$ cat src/rtl/spi_mem_arbiter_if.sv
// spi_mem_arbiter_if: fetch and data request/ack bus; master = core side, slave = arbiter side
interface spi_mem_arbiter_if;
  logic        fetch_req;
  logic [15:0] fetch_addr;
  logic [15:0] fetch_rdata;
  logic        fetch_ack;
  logic        data_req;
  logic        data_we;
  logic [15:0] data_addr;
  logic [15:0] data_wdata;
  logic [15:0] data_rdata;
  logic        data_ack;
  modport master (
    output fetch_req, fetch_addr, data_req, data_we, data_addr, data_wdata,
    input  fetch_rdata, fetch_ack, data_rdata, data_ack
  );
  modport slave (
    input  fetch_req, fetch_addr, data_req, data_we, data_addr, data_wdata,
    output fetch_rdata, fetch_ack, data_rdata, data_ack
  );
endinterface

$ cat src/rtl/spi_mem_arbiter.sv
// spi_mem_arbiter: round-robin fetch/data arbiter driving one SPI memory (0x03 read, 0x02 write, 16b addr/word); ports clk, rst, bus (slave), spi_cs/sclk/io0/io1 pads
module spi_mem_arbiter #(
  parameter int CS_HIGH_CYCLES = 2
) (
  input  logic clk,
  input  logic rst,
  spi_mem_arbiter_if.slave bus,
  output logic spi_cs,
  output logic spi_sclk,
  output logic spi_io0_o,
  output logic spi_io0_oe,
  input  logic spi_io0_i,
  output logic spi_io1_o,
  output logic spi_io1_oe,
  input  logic spi_io1_i
);
  typedef enum logic [2:0] {IDLE, START, CMD, ADDR, DATA, DONE, CSHIGH} state_t;
  state_t state, state_n;
  logic [39:0] sr;
  logic [15:0] cap;
  logic [15:0] cs_cnt;
  logic [5:0]  cnt;
  logic        sclk, port, we, last_grant;
  logic        any_req, grant_data, unused_io0;
  // port encoding: 0 = fetch, 1 = data; on a tie the port not granted last wins
  assign any_req    = bus.fetch_req | bus.data_req;
  assign grant_data = bus.data_req & (~bus.fetch_req | ~last_grant);
  assign unused_io0 = spi_io0_i;
  assign spi_cs     = (state == IDLE) | (state == DONE) | (state == CSHIGH);
  assign spi_sclk   = sclk;
  assign spi_io0_o  = ~spi_cs & sr[39];
  assign spi_io0_oe = (state == START) | (state == CMD) | (state == ADDR) | ((state == DATA) & we);
  assign spi_io1_o  = 1'b0;
  assign spi_io1_oe = 1'b0;
  assign bus.fetch_ack = (state == DONE) & ~port;
  assign bus.data_ack  = (state == DONE) & port;
  always_comb begin
    state_n = state;
    case (state)
      IDLE:            state_n = any_req ? START : IDLE;
      START:           state_n = CMD;
      CMD, ADDR, DATA: state_n = !sclk ? state : cnt == 6'd39 ? DONE : cnt == 6'd23 ? DATA : cnt == 6'd7 ? ADDR : state;
      DONE:            state_n = CSHIGH;
      CSHIGH:          state_n = cs_cnt == 16'd0 ? IDLE : CSHIGH;
      default:         state_n = IDLE;
    endcase
  end
  always_ff @(posedge clk) begin
    if (rst) begin
      state <= IDLE;
      sr <= '0;
      cap <= '0;
      cs_cnt <= '0;
      cnt <= '0;
      sclk <= 1'b0;
      port <= 1'b0;
      we <= 1'b0;
      last_grant <= 1'b1;
      bus.fetch_rdata <= '0;
      bus.data_rdata <= '0;
    end else begin
      state <= state_n;
      case (state)
        IDLE: if (any_req) begin
          port <= grant_data;
          we   <= grant_data & bus.data_we;
          sr   <= !grant_data ? {8'h03, bus.fetch_addr, 16'h0000} :
                  bus.data_we ? {8'h02, bus.data_addr, bus.data_wdata} : {8'h03, bus.data_addr, 16'h0000};
          cnt  <= '0;
          sclk <= 1'b0;
        end
        START, CMD, ADDR, DATA: begin
          sclk <= ~sclk;
          // MISO is taken on the rising sclk edge; the capture keeps the last 16 bits, i.e. the DATA phase
          if (!sclk) cap <= {cap[14:0], spi_io1_i};
          else begin
            sr  <= {sr[38:0], 1'b0};
            cnt <= cnt + 6'd1;
            if (cnt == 6'd39 && !port) bus.fetch_rdata <= cap;
            if (cnt == 6'd39 && port && !we) bus.data_rdata <= cap;
          end
        end
        DONE: begin
          last_grant <= port;
          cs_cnt <= 16'(CS_HIGH_CYCLES - 2);
        end
        CSHIGH: cs_cnt <= cs_cnt - 16'd1;
        default: ;
      endcase
    end
  end
endmodule

$ cat src/flat_wrapper.sv
// flat-port wrapper written by rule: the top's interface ports become plain ports
module spi_mem_arbiter_flat 
#(
  parameter int CS_HIGH_CYCLES = 2
)
  (clk, rst, spi_cs, spi_sclk, spi_io0_o, spi_io0_oe, spi_io0_i, spi_io1_o, spi_io1_oe, spi_io1_i, bus_fetch_req, bus_fetch_addr, bus_data_req, bus_data_we, bus_data_addr, bus_data_wdata, bus_fetch_rdata, bus_fetch_ack, bus_data_rdata, bus_data_ack);
  spi_mem_arbiter_if bus_i ();
  input  logic clk;
  input  logic rst;
  output logic spi_cs;
  output logic spi_sclk;
  output logic spi_io0_o;
  output logic spi_io0_oe;
  input  logic spi_io0_i;
  output logic spi_io1_o;
  output logic spi_io1_oe;
  input  logic spi_io1_i;
  input wire logic [$bits(bus_i.fetch_req)-1:0] bus_fetch_req;
  input wire logic [$bits(bus_i.fetch_addr)-1:0] bus_fetch_addr;
  input wire logic [$bits(bus_i.data_req)-1:0] bus_data_req;
  input wire logic [$bits(bus_i.data_we)-1:0] bus_data_we;
  input wire logic [$bits(bus_i.data_addr)-1:0] bus_data_addr;
  input wire logic [$bits(bus_i.data_wdata)-1:0] bus_data_wdata;
  output wire logic [$bits(bus_i.fetch_rdata)-1:0] bus_fetch_rdata;
  output wire logic [$bits(bus_i.fetch_ack)-1:0] bus_fetch_ack;
  output wire logic [$bits(bus_i.data_rdata)-1:0] bus_data_rdata;
  output wire logic [$bits(bus_i.data_ack)-1:0] bus_data_ack;
  assign bus_i.fetch_req = bus_fetch_req;
  assign bus_i.fetch_addr = bus_fetch_addr;
  assign bus_i.data_req = bus_data_req;
  assign bus_i.data_we = bus_data_we;
  assign bus_i.data_addr = bus_data_addr;
  assign bus_i.data_wdata = bus_data_wdata;
  assign bus_fetch_rdata = bus_i.fetch_rdata;
  assign bus_fetch_ack = bus_i.fetch_ack;
  assign bus_data_rdata = bus_i.data_rdata;
  assign bus_data_ack = bus_i.data_ack;
  spi_mem_arbiter #(.CS_HIGH_CYCLES(CS_HIGH_CYCLES)) u_core (.clk(clk), .rst(rst), .bus(bus_i), .spi_cs(spi_cs), .spi_sclk(spi_sclk), .spi_io0_o(spi_io0_o), .spi_io0_oe(spi_io0_oe), .spi_io0_i(spi_io0_i), .spi_io1_o(spi_io1_o), .spi_io1_oe(spi_io1_oe), .spi_io1_i(spi_io1_i));
endmodule
$ cat config.mk
export PLATFORM = sky130hd
export DESIGN_NAME = spi_mem_arbiter_flat
export DESIGN_NICKNAME = d
export VERILOG_FILES = /design/src/rtl/spi_mem_arbiter_if.sv /design/src/rtl/spi_mem_arbiter.sv /design/src/flat_wrapper.sv
export SDC_FILE = /design/constraint.sdc
export NUM_CORES = 1
export LEC_CHECK = 0
export CAP_MARGIN = 20
export CORE_MARGIN = 1
export CORE_UTILIZATION = 55
export CTS_BUF_LIST = sky130_fd_sc_hd__clkbuf_8
export CTS_CLUSTER_DIAMETER = 40
export CTS_CLUSTER_SIZE = 28
export DETAILED_ROUTE_END_ITERATION = 7
export PLACE_DENSITY = 0.83
export SYNTH_ARGS = -nofsm -noshare
export SYNTH_HDL_FRONTEND = slang
export SYNTH_SLANG_ARGS = --single-unit
$ cat constraint.sdc
create_clock -name clk -period 2.1 [get_ports clk]
set_input_delay 0.42 -clock clk [delete_from_list [all_inputs] [get_ports clk]]
set_output_delay 0.42 -clock clk [all_outputs]
set_load 0.02 [all_outputs]
==> impl_metrics.yaml <==
cts:
  htree_levels: 4
  cts_inserted_buffers: 17
  clock_latency_ps: 430
  cts.sinks: 117
  cts_buffer_depth: 2
  clk_pin_slew_ps: 80
  tritoncts: "yes"
  postCtsSetupBuffers: 0
  cts-root-buf: "clkbuf_8"
setup_path:
  r2r_end: "u_core.cs_cnt[15]$_SDFFE_PP0P_"
  cp.arrival_ps: 1570
  rr_worst_depth: 4
  slowest_delay_ps: 360
  cp_slowest_cell: "dfxtp_2"
  endpoint_kind: "output port"
  cp.required_ps: 1680
  start_kind: "register"
  path_cells: "buf_6 > and3b_1 > and2_1 > clkdlybuf4s15_2"
  r2r-start: "u_core.cs_cnt[6]$_SDFFE_PP0P_"
  crit_buf_inv: 2
  r2r_setup_slack_ps: 150
  crit_type: "reg2out"
  critical_path.top_delay_family: "buffers and inverters"
  cp_max_fo: 15
sta:
  slew_violations: 0
  final.min_clock_period_ps: 1989
  max_clock_freq_mhz: 502.8
  max_slew_margin_pct: 63.33
  setup_viol: 0
  tightest_slew_ps: 545.0
  finalHoldViolCount: 0
  fin_crit_sh_pct: 94.71
  hold_ws_ps: 422.7
  rsz0062_at_grt: "false"
  finClkSkew_ps: 12.33
  worst_slack_ps: 111.1
  tns_ps: 0
logic_synthesis:
  syn_inst: 635
  ys_seq_area_share_pct: 44.00
  synth.distinct_cells: 50
  synth_warnings: 0
  synth_top_flop_cell: "dfxtp_1"
  syn_avg_cell_area_um2: 8.384
  syn_area_um2: 5324
  ys_ff_latch: 117
  synth_edf_count: 0
  synthArstFlopShare_pct: 0
min_path:
  hold_end: "u_core.port$_SDFFE_PP0N_"
  worstHoldStart: "rst"
  min_path_type: "in2reg"
  worstHoldPathCells: 2
die:
  num_rows: 35
  fp.coreArea_um2: 9328
  pin_count: 95
  die_x_um: 100.4
  dieArea_um2: 10080
  initial_core_util_pct: 57.08
  fp.dieH_um: 100.4
grt:
  grt_pass1_wl_um: 20150
  track_usage_pct: 25.00
  antenna_found_initial: 0
  grt_pass1_vias: 4537
  grt_max_degree: 46
  grt_overflow: 0
route:
  drc: 0
  wl_um: 12030
  first_iter_violations: 212
  vias_per_cell: 5.642
  antenna_left: 0
  wl_per_cell_um: 13.87
  vias: 4892
  first_pass_iters: 5
finish:
  diodes: 0
  nets: 783
  area_growth_pct: 28.51
  drive_gt1_share_pct: 10.43
  stdcell_count: 867
  mostFrequentLayoutCell: "dfxtp_1"
  final_cell_mix: "dfxtp_1, nand2_1, clkdlybuf4s50_1"
power:
  power_density_nw_per_um2: 834.1
  totalPowerFinal_mw: 5.706
  p_sw_mw: 1.785
  clock_power_share_pct: 33.1
  p_comb_share_pct: 22.8
  power_frac_seq_pct: 44.1
  intPower_mw: 3.922
  vdd_drop_max_mv: 0.5654
  p_sw_share_pct: 31.27
  p_leak_nw: 2.504
placement:
  hpwl_um: 8260
  finalWeightedCongestion: 0.8681
  io_buffer_count: 91
  dp_cells: 835
  place_ws_ps: -48.84
run_status:
  outcome: "completed"
flow_run:
  max_cap_viol_count: 0
[synth_stat cells (3+ instances only)]
library cell    n  share of area (%)
dfxtp_1       117                 44
nand2b_1       51                6.0
a211oi_1        3               0.42
mux2i_1        33                6.2
or3_1          14                1.6
nand2_1       101                7.1
a21oi_1        63                5.9
nand4_1         3               0.35
nand3b_1        3               0.42
ha_1            3               0.71
and3b_1         3               0.49
or4_1           6               0.85
clkbuf_1       33                2.3
o211ai_1        6               0.85
inv_1           8               0.56
buf_2          12                1.1
nand3_1        17                1.6
o31ai_1         3               0.42
a221oi_1       15                2.5
nor3_1         36                3.4
or2_2           4               0.47
o311ai_0        4               0.66
a311o_1        16                3.0
nor2_1         37                2.6
o21ai_0         8               0.75
[stage by stage]
step                area (um^2)  util (%)
global route               6842     73.35
CTS                        6844     73.37
finish                     6842     73.35
global placement           6479     69.46
detailed placement         6479     69.46
floorplan                  5331         -
[kinds of logic after synthesis]
family                   Yosys count  synth area share, %
XOR/XNOR                           2               0.3291
buffers and inverters             58                4.794
other                              1              0.07044
AO/OA/AOI/OAI                    133                16.99
adder cells (fa/ha/maj)            3               0.7051
multiplexers                      34                6.416
flip-flops                       117                44.00
AND/OR/NAND/NOR                  287                26.70
[power by group through the flow]
stage	Sequential, mW	Combinational [mW]	Clock (mW)
after global placement	2.55	1.27	0
after floorplan	2.53	0.887	0
after CTS	2.51	1.30	1.92
final	2.52	1.30	1.89
after detailed placement	2.56	1.30	0
after global routing	2.53	1.44	2.02
[how the worst max path moves through the flow]
| stage | start | endpoint | slack [ps] | cells past startpoint |
|---|---|---|---|---|
| after global placement | bus_data_req | u_core.sr[30]$_SDFFE_PP0P_ | -20 | 6 |
| after global routing | u_core.state[0]$_SDFFE_PP0P_ | spi_io0_oe | 30 | 4 |
| after detailed placement | bus_data_req | u_core.sr[18]$_SDFFE_PP0P_ | -50 | 6 |
| after floorplan | u_core.state[1]$_SDFFE_PP0P_ | spi_io0_o | 100 | 5 |
| after CTS | u_core.state[1]$_SDFFE_PP0P_ | spi_io0_o | 4 | 4 |
| final | u_core.state[2]$_SDFFE_PP0P_ | bus_data_ack | 110 | 4 |
[registers in the layout (all words and copies together) (netlist names)]
signal,flops
u_core.bus.data_rdata,16
u_core.cnt,6
u_core.bus.fetch_rdata,16
u_core.port,1
u_core.last_grant,1
u_core.state,3
u_core.spi_sclk,1
u_core.we,1
u_core.cs_cnt,16
u_core.sr,40
u_core.cap,16
[worst register-to-register path, cell delays in order, from the launching register on]
cell and delay (ps):
dfxtp_1 360, nor4_1 540, nand2_1 240, or4_1 550
a21oi_1 180
[area by class of cell]
class	instances	area, um^2
well taps	129	161.4
multi-input cells	461	2744
repair buffers	120	1194
flip-flops and latches	117	2346
clock inverters	15	132.6
clock buffers	17	234.0
inverters	8	30.03
fillers	718	2486
[metal layers]
metal  vias up  global-route usage, %  routed length (um)
met5         -                      0                   0
met4         0                  8.696                 186
li1       2427                      -                   -
met3        15                  5.850                 587
met1      2287                  29.84                5325
met2       163                  43.94                5927
[repair_timing]
action                                  CTS  global route
cloned                                    0             0
hold buffers                              0             0
pin swaps                                 0             0
gates resized for setup                   9             6
endpoints found under the setup margin    5             5
(Power assumes the default switching activity.)
